### src/rtl/turn_scheduler.sv
// turn_scheduler: round-based turn sequencer that grants one unit at a time.
// Define TURN_TIMEOUT_EN to enable the enemy-turn watchdog.
module turn_scheduler #(
    parameter int NUM_UNITS     = 4,
    parameter int NUM_PLAYER    = 2,
    parameter int POS_W         = 9,
    parameter int IDX_W         = 2,
    parameter int ENEMY_TIMEOUT = 1048576
) (
    input  logic                       clk,
    input  logic                       rst,
    input  logic                       start,
    input  logic [NUM_UNITS-1:0]       unit_alive,
    input  logic [NUM_UNITS*POS_W-1:0] unit_pos,
    input  logic                       end_turn,
    input  logic                       act_done,
    output logic [NUM_UNITS-1:0]       act_grant,
    output logic [IDX_W-1:0]           active_idx,
    output logic [POS_W-1:0]           action_pos,
    output logic [1:0]                 phase,
    output logic [7:0]                 round_cnt,
    output logic                       winner,
    output logic                       turn_start
);

    typedef enum logic [1:0] {IDLE, SELECT, GRANT, OVER} state_t;

    localparam logic [IDX_W-1:0] LAST_IDX    = IDX_W'(NUM_UNITS - 1);
    localparam logic [IDX_W-1:0] FIRST_ENEMY = IDX_W'(NUM_PLAYER);

    state_t           state;
    state_t           state_nxt;
    logic [IDX_W-1:0] idx_nxt;
    logic [IDX_W-1:0] idx_adv;
    logic [7:0]       round_nxt;
    logic [7:0]       round_adv;
    logic [1:0]       phase_nxt;
    logic             armed;
    logic             player_any;
    logic             enemy_any;
    logic             cur_alive;
    logic             is_enemy;
    logic             wd_hit;
    logic             term;
    logic [POS_W-1:0] pos_arr [NUM_UNITS];

    always_comb begin
        for (int i = 0; i < NUM_UNITS; i++) begin
            pos_arr[i] = unit_pos[i*POS_W +: POS_W];
        end
    end

    assign player_any = |unit_alive[NUM_PLAYER-1:0];
    assign enemy_any  = |unit_alive[NUM_UNITS-1:NUM_PLAYER];
    assign cur_alive  = unit_alive[active_idx];
    assign is_enemy   = active_idx >= FIRST_ENEMY;

    assign idx_adv   = (active_idx == LAST_IDX) ? '0 : active_idx + 1'b1;
    assign round_adv = (active_idx == LAST_IDX && round_cnt != 8'hFF)
                     ? round_cnt + 8'd1 : round_cnt;

`ifdef TURN_TIMEOUT_EN
    localparam int WD_W = $clog2(ENEMY_TIMEOUT) + 1;
    localparam logic [WD_W-1:0] WD_LAST = WD_W'(ENEMY_TIMEOUT - 1);

    logic [WD_W-1:0] wd_cnt;

    // Cleared outside GRANT so every turn starts from zero.
    always_ff @(posedge clk or negedge rst) begin
        if (!rst) begin
            wd_cnt <= '0;
        end else if (state != GRANT) begin
            wd_cnt <= '0;
        end else if (is_enemy) begin
            wd_cnt <= wd_cnt + 1'b1;
        end
    end

    assign wd_hit = (state == GRANT) && is_enemy && (wd_cnt == WD_LAST);
`else
    assign wd_hit = 1'b0;
`endif

    assign term = !cur_alive || wd_hit || (is_enemy ? act_done : end_turn);

    always_comb begin
        state_nxt = state;
        idx_nxt   = active_idx;
        round_nxt = round_cnt;
        case (state)
            IDLE: begin
                if (start && armed) begin
                    state_nxt = SELECT;
                    idx_nxt   = '0;
                    round_nxt = 8'd1;
                end
            end
            SELECT: begin
                if (!player_any || !enemy_any) begin
                    state_nxt = OVER;
                end else if (cur_alive) begin
                    state_nxt = GRANT;
                end else begin
                    idx_nxt   = idx_adv;
                    round_nxt = round_adv;
                end
            end
            GRANT: begin
                if (term) begin
                    state_nxt = SELECT;
                    idx_nxt   = idx_adv;
                    round_nxt = round_adv;
                end
            end
            default: begin
                state_nxt = state;
            end
        endcase
    end

    always_comb begin
        case (state_nxt)
            IDLE:    phase_nxt = 2'b00;
            OVER:    phase_nxt = 2'b11;
            default: phase_nxt = (idx_nxt < FIRST_ENEMY) ? 2'b01 : 2'b10;
        endcase
    end

    // A start coinciding with reset release is dropped via the armed flag.
    always_ff @(posedge clk or negedge rst) begin
        if (!rst) begin
            state      <= IDLE;
            armed      <= 1'b0;
            act_grant  <= '0;
            active_idx <= '0;
            action_pos <= '0;
            phase      <= 2'b00;
            round_cnt  <= 8'd0;
            winner     <= 1'b0;
            turn_start <= 1'b0;
        end else begin
            armed      <= 1'b1;
            state      <= state_nxt;
            active_idx <= idx_nxt;
            round_cnt  <= round_nxt;
            phase      <= phase_nxt;
            act_grant  <= (state_nxt == GRANT)
                        ? (NUM_UNITS'(1) << idx_nxt) : '0;
            turn_start <= (state == SELECT) && (state_nxt == GRANT);
            if (state == SELECT && state_nxt == OVER) begin
                winner <= player_any;
            end
            if (state != OVER) begin
                action_pos <= pos_arr[idx_nxt];
            end
        end
    end

endmodule

### config.mk
export PLATFORM = sky130hd
export DESIGN_NAME = turn_scheduler
export DESIGN_NICKNAME = d
export VERILOG_FILES = /design/src/rtl/turn_scheduler.sv
export SDC_FILE = /design/constraint.sdc
export NUM_CORES = 1
export LEC_CHECK = 0
export CAP_MARGIN = 20
export CORE_AREA = 5 5 72 74
export CTS_CLUSTER_DIAMETER = 50
export DETAILED_ROUTE_END_ITERATION = 6
export DIE_AREA = 0 0 77 79
export HOLD_SLACK_MARGIN = 0.02
export PLACE_DENSITY_LB_ADDON = 0.12
export SYNTH_ARGS = -nofsm -noshare
export SYNTH_HDL_FRONTEND = slang
export SYNTH_SLANG_ARGS = --single-unit
### constraint.sdc
create_clock -name clk -period 7.4 [get_ports clk]
set_clock_uncertainty 0.1 [all_clocks]
set_input_delay 1.48 -clock clk [delete_from_list [all_inputs] [get_ports clk]]
set_output_delay 1.48 -clock clk [all_outputs]
set_load 0.05 [all_outputs]
==> metrics <==
outcome complete, no violations; power per standard cell area 446 nW/µm²; Clock Pin Slew Worst Setup and Hold Paths 0.06 ns; IO Count 72; Mapped Cells 185; Max-cap violations 0; Netlist cell types 46; P&R area growth vs syn 44.5%; startpoint type of the worst setup path input port; DR pass1 iterations 5; Remaining DRCs 0; overall power 1.20 mW; vias in the first global route 1643; antenna-violating nets left 0; multi-input logic area 991 µm²; Critical Path AT 4.05 ns; PortBufs 71; Final nets 313; final hold vios 0; top post-synthesis cells by count dfrtp_1 (30), mux2i_1 (20), inv_1 (19); gpl congestion 0.870; area fraction of the dominant cell type after synthesis 40.5%; Rows 25; Synth Flop Type dfrtp_1; post-layout minimum cycle time 3.99 ns; Fill cells 393; VDD IR max 0.192 mV; Slew @ Worst Pin 0.765 ns; cell leakage power 1.19 nW; clk_lat worst skew 0.27 ns; Slowest cell on crit path o2bb2ai_4; routed wire length 4550 µm; FF+latch area 751 µm²; Layout Cells excl Fill 313; CTS tree built; Root Buffer clkbuf_8; register area share after synthesis 40.5%; ranking of synthesized cells by area dfrtp_1 (40%), mux2i_1 (11%), ha_1 (6.1%); syn_nets 239; Setup Viol. Count Final 0; post-CTS sizing 0; Syn. warnings 0; number of buffers created by CTS 5; Mapped Avg Cell Area 10.0 µm²; relative slew slack 48.9%; post-CTS setup buffers 0; Initial Utilization 40.9%; Slew Limit Fails 0; clk sinks 30; Synth async-reset ratio 100%; Wirelength per Cell 14.5 µm; layout cells sized above 1 5.41%; most frequent cell after synthesis dfrtp_1; design area 2680 µm²; Mapped Area 1860 µm²; clock tree buffer depth 2; critical path, cell by cell clkdlybuf4s50_1 -> mux4_2 -> and3_1 -> o32a_1 -> o2bb2ai_4 -> mux2i_1 -> a222oi_1; Core ar. 4540 µm²; via count 1674; Worst R2R Setup Slack 4.30 ns; htree depth 2; gr ovfl total 0; cell taking the most area after synthesis dfrtp_1; register bit total from synthesis 30; Die H 79 µm; final worst setup slack 3.41 ns; hold_ws 0.427 ns; Tot GR Track Use 15.1%; Fmax 251 MHz; cts hold-fix bufs 0; TNS Setup 0 ns; post-placement cell count 306; number of synthesized flops with an enable pin 0; max incr delay on CP 0.64 ns; Post-DP Area 2600 µm²; die footprint 6080 µm²; nature of the critical path endpoint flop; pin count of the biggest net entering global routing 31; Vias/cell 5.35; Hold Path Class reg -> reg; Die Wd 77 µm; first-pass GRT wire length 7560 µm; critical-path maximum fanout 23; RSZ-0062 raised after global routing no; # diodes 0; Final period util 53.9%; DR iter-0 viols 116; fin util 59.1%; antenna violations before repair 0; worst slack, placed 3.12 ns; WS Path Type in -> reg; Worst EP required 7.46 ns; DPL Wire Length 3470 µm
[worst max-delay path, delay by kind of cell]
kind | cells | cell delay, ns
buffers and inverters | 1 | 0.48
multiplexers | 2 | 0.70
AND/OR/NAND/NOR | 1 | 0.19
AO/OA/AOI/OAI | 3 | 1.20
[final timing paths]
| path | to | cells past startpoint | startpoint |
|---|---|---|---|
| setup / recovery | action_pos[3] | 7 | unit_alive[1] |
| hold / removal | winner | 2 | winner |
| setup reg to reg | action_pos[3] | 8 | active_idx[0] |
| hold reg to reg | winner | 2 | winner |
| max in group asynchronous | active_idx[0] | 2 | rst |
| min in group asynchronous | active_idx[1] | 2 | rst |
[state kept, by name, indices dropped and copies added (netlist names)]
signal,flops
action_pos,9
act_grant,4
state,2
active_idx,2
round_cnt,8
armed,1
phase,2
winner,1
turn_start,1
[layer usage]
metal	global-route usage (%)	vias to the layer above	wire length (µm)
met3	6.46	6	458
met2	24.7	61	2150
li1	-	823	-
met5	0	-	0
met4	4.12	0	45
met1	18.2	784	1900
[placed cells by master (no fill, tap or decap), drive strengths merged, types with 2 or more instances in the layout]
cell type      netlist  layout
nor2                12      12
a221oi               2       2
or3                  5       5
clkinv               0       2
a21oi                4       4
nand2               13      13
o21ai               10      10
xor2                 2       2
clkbuf               3       5
a31oi                3       3
mux2i               20      20
mux2                 3       3
clkdlybuf4s50        0      71
nand3                3       3
inv                 20      20
nand4                3       3
dfrtp               30      30
ha                   9       9
a22o                 2       2
and3                 4       4
a222oi               9       9
nor2b                3       3
a21o                 2       2
or3b                 3       3
[power by group]
part           internal [mW]  leakage (nW)  switching, mW
logic                  0.311         0.771          0.490
clock network         0.0629        0.0438         0.0583
registers              0.226         0.377         0.0482
[final cells by class]
type,count,area share [%]
Multi-Input combinational cell,130,37.0
Sequential cell,30,28.0
Timing Repair Buffer,72,26.8
Inverter,20,2.80
Clock buffer,5,2.57
Tap cell,54,2.52
Clock inverter,2,0.373
[cell families (layout without fill, tap and decap cells)]
logic type      after synthesis  in the layout  synth area share, %
simple gates                 50             50                 13.7
compound gates               44             44                 18.7
flops                        30             30                 40.5
buf+inv                      25             99                 6.14
mux                          24             24                 13.8
fa+ha+maj                     9              9                 6.07
xor+xnor                      2              2                0.944
other cells                   1              1                0.202
Power figures use the tool's default switching activity.
==> patch 1: new RTL, same flow settings <==
Register the output `round_cnt` once more, without a reset; this adds one clock of latency there. The other outputs are not delayed to match.
--- a/src/rtl/turn_scheduler.sv
+++ b/src/rtl/turn_scheduler.sv
@@ -30,2 +30,4 @@
 
+    logic [7:0] round_cnt_s0;
+
     state_t           state;
@@ -58,4 +60,4 @@
     assign idx_adv   = (active_idx == LAST_IDX) ? '0 : active_idx + 1'b1;
-    assign round_adv = (active_idx == LAST_IDX && round_cnt != 8'hFF)
-                     ? round_cnt + 8'd1 : round_cnt;
+    assign round_adv = (active_idx == LAST_IDX && round_cnt_s0 != 8'hFF)
+                     ? round_cnt_s0 + 8'd1 : round_cnt_s0;
 
@@ -88,3 +90,3 @@
         idx_nxt   = active_idx;
-        round_nxt = round_cnt;
+        round_nxt = round_cnt_s0;
         case (state)
@@ -137,3 +139,3 @@
             phase      <= 2'b00;
-            round_cnt  <= 8'd0;
+            round_cnt_s0 <= 8'd0;
             winner     <= 1'b0;
@@ -144,3 +146,3 @@
             active_idx <= idx_nxt;
-            round_cnt  <= round_nxt;
+            round_cnt_s0 <= round_nxt;
             phase      <= phase_nxt;
@@ -158,2 +160,6 @@
 
+    always_ff @(posedge clk) begin
+        round_cnt <= round_cnt_s0;
+    end
+
 endmodule
Function: changed (a bounded check fails within 4 cycles, from zero or initial values and one cycle with rst low).
==> patch 1 against the unedited design <==
- non-clock buffer count unchanged
- synthesized area is 17% higher
- final area increased by 12%
- sequential cell count up 8
- maximum frequency grew 6.8%
- worst hold slack worse by 110 ps
- routed wire length increased by 5.6%
- worst setup slack better by 250 ps
- cell count grew 2.9%
- power is 6.7% higher
- global-route usage rose by 1.3 points
- highest routed layer unchanged
==> patch 1: results <==
INSERT INTO impl_metrics (metric_group, metric, value, unit) VALUES
('route', 'wl_per_cell', '14.93', 'microns'),
('layout', 'layout_top_registers', 'action_pos: 9 flops, round_cnt: 8 flops, round_cnt_s0: 8 flops', ''),
('grt', 'groute.layer.met3.usage', '0.07029', ''),
('yosys', 'syn_nets', '249', ''),
('setup_path', 'worst_r2r_path_depth', '10', ''),
('min_path', 'hold-path-cell-count', '0', ''),
('clock_tree', 'clock_pin_slew_on_the_worst_setup_and_hold_paths', '80', 'ps'),
('setup_path', 'critical_path.slowest_cell', 'o41ai_4', ''),
('outcome', 'run_status', 'completed', ''),
('grt', 'gr-usage-met2', '0.2589', ''),
('placement', 'hpwlAfterDp', '3.730', 'mm'),
('clock_tree', 'numClockSinks', '38', ''),
('power_and_ir_drop', 'total_leakage_power', '1.246', 'nW'),
('power_and_ir_drop', 'worst_vdd_ir', '0.0002124', 'V'),
('route', 'route.detailed.vias_per_inst', '5.568', ''),
('yosys', 'asyncSetResetFlopFracSynth', '0.7895', ''),
('route', 'met1_length', '2.048', 'mm'),
('setup_path', 'timing.critical_path.arrival', '3850', 'ps'),
('layout', 'layout-drive-gt1-share', '0.1045', ''),
('grt', 'grtUsageTotal', '0.1635', ''),
('placement', 'preCtsSetupSlack', '3340', 'ps'),
('route', 'totalWireLength', '4.809', 'mm'),
('grt', 'grt_pass1_wl', '7.928', 'mm'),
('yosys', 'top_cells_by_area_synth', 'dfrtp_1, dfxtp_1, ha_1', ''),
('yosys', 'netlist_instances', '195', '');
## patch 1: cell count changes after synthesis, sizes merged, moves of 6 or more
cell,change
a221oi,+11
inv,-12
and2,+9
dfxtp,+8
nand2b,+6
mux2i,-9
## patch 1: worst max-delay path by stage
| stage | to | cells after the start | slack [ps] | start |
|---|---|---|---|---|
| 2_1_floorplan | phase[1]$_DFF_PN0_ | 9 | 4120 | end_turn |
| 3_3_place_gp | action_pos[6]$_DFFE_PN0P_ | 6 | 3390 | unit_alive[3] |
| 3_5_place_dp | action_pos[5]$_DFFE_PN0P_ | 6 | 3340 | unit_alive[3] |
| 4_1_cts | action_pos[5]$_DFFE_PN0P_ | 6 | 3650 | unit_alive[3] |
| 5_1_grt | action_pos[2]$_DFFE_PN0P_ | 8 | 3480 | unit_alive[2] |
| 6_report | action_pos[5]$_DFFE_PN0P_ | 6 | 3670 | unit_alive[3] |
## patch 1: layout make-up
cell class | count | area (sq um)
sequential | 38 | 910.9
inverter | 8 | 32.53
clock buffer | 7 | 86.33
timing repair buffer | 72 | 718.2
tap | 54 | 67.56
multi-input combinational | 142 | 1165
clock inverter | 1 | 30.03
fill | 376 | 1525
## patch 1: logic make-up (layout without fill, tap and decap cells)
logic type	after synthesis	after routing	share of synthesized area
AO/OA/AOI/OAI	54	54	0.2377
XOR/XNOR	4	4	0.01607
adder cells (fa/ha/maj)	9	9	0.05167
buffers and inverters	15	88	0.04765
flip-flops	38	38	0.4179
multiplexers	14	14	0.07118
other	1	1	0.001721
AND/OR/NAND/NOR	60	60	0.1561
## patch 1: power by group through the flow
stage	Combinational (W)	Sequential [W]	Clock, W
floorplan	0.000472	0.000463	0
detailed placement	0.000785	0.000320	0
global placement	0.000777	0.000319	0
CTS	0.000786	0.000318	0.000183
finish	0.000779	0.000317	0.000180
global route	0.000853	0.000327	0.000192
==> patch 2: new RTL, same flow settings <==
Made on the original files. The parameter `POS_W` goes from 9 to 11.
--- a/src/rtl/turn_scheduler.sv
+++ b/src/rtl/turn_scheduler.sv
@@ -5,3 +5,3 @@
     parameter int NUM_PLAYER    = 2,
-    parameter int POS_W         = 9,
+    parameter int POS_W         = 11,
     parameter int IDX_W         = 2,
Interface: changed (resized action_pos and unit_pos); port bits go from 72 to 82. The function was not compared with the original's and may differ.
==> patch 2 against the unedited design <==
- sequential power up 10%
- critical endpoint is now action_pos[0]$_DFFE_PN0P_
- worst setup slack worse by 590 ps
- largest cell class unchanged
- final area grew 8.5%
- synthesized area is 7.6% higher
- non-clock buffer count rose by 10
- count of clock-buffer cells in the layout increased by 3
- synthesized cell count is 11% higher
- via count rose by 17%
- sequential cell count up 2
- power grew 11%
- clock power is 14% higher
- routed wire length rose by 24%
- sequential share of layout area decreased by 0.48 points
- global-route usage up 3.4 points
==> patch 2: results <==
INSERT INTO impl_metrics (metric_group, metric, value, unit) VALUES
('power_and_ir_drop', 'total_leakage_power', '1.189', 'nW'),
('yosys', 'netlist_instances', '206', ''),
('yosys', 'yosys.cell_types.count', '53', ''),
('yosys', 'yosys.area_share.xor_xnor', '0.008777', ''),
('yosys', 'yosys-mux-area-fraction', '0.06708', ''),
('route', 'wl_met2', '2.673', 'mm'),
('setup_path', 'critical_path.slowest_cell', 'nor3_4', ''),
('power_and_ir_drop', 'internal_power', '0.0006381', 'W'),
('layout', 'layout-drive-gt1-share', '0.06272', ''),
('yosys', 'ys_seq_area_frac', '0.4013', ''),
('setup_path', 'timing.critical_path.arrival', '4610', 'ps'),
('power_and_ir_drop', 'report.power.total', '0.001322', 'W'),
('route', 'met1_length', '2.579', 'mm'),
('yosys', 'syn_nets', '268', ''),
('layout', 'layout.filler_cells', '403', ''),
('min_path', 'worst_hold_startpoint', 'action_pos[2]$_DFFE_PN0P_', ''),
('setup_path', 'reg2reg_slack', '3730', 'ps'),
('setup_path', 'cp_max_fo', '22', ''),
('outcome', 'run_status', 'completed', ''),
('layout', 'layout_top_registers', 'action_pos: 11 flops, round_cnt: 8 flops, act_grant: 4 flops', ''),
('setup_path', 'cpPeakStageDelay', '830', 'ps'),
('yosys', 'synth_top_cells_by_count', 'dfrtp_1, nand2_1, nor2_1, a211oi_1', ''),
('placement', 'hpwlAfterDp', '4.332', 'mm'),
('yosys', 'synth_compound_area_frac', '0.2107', ''),
('route', 'totalWireLength', '5.663', 'mm');
## patch 2: power groups by stage
stage / clock (W) / sequential [W] / combinational [W]
2_1_floorplan: 0 / 0.000495 / 0.000456
3_3_place_gp: 0 / 0.000303 / 0.000873
3_5_place_dp: 0 / 0.000306 / 0.000878
4_1_cts: 0.000143 / 0.000303 / 0.000883
5_1_grt: 0.000150 / 0.000313 / 0.000954
6_report: 0.000138 / 0.000302 / 0.000882
## patch 2: area by class of cell
cell class | count | area, sq um | area share
multi-input combinational | 155 | 1096 | 0.3766
sequential | 32 | 800.8 | 0.2752
inverter | 10 | 37.54 | 0.01290
timing repair buffer | 82 | 818.3 | 0.2812
clock buffer | 8 | 90.09 | 0.03095
tap | 54 | 67.56 | 0.02322
## patch 2: through the flow
stage	instance area, sq um	utilization	hold WS [ps]
3_5_place_dp	2820	0.6218	444.0
5_1_grt	2910	0.6417	466.8
6_report	2910	0.6417	456.4
4_1_cts	2910	0.6417	450.5
3_3_place_gp	2820	0.6218	439.6
2_1_floorplan	1996	-	538.2
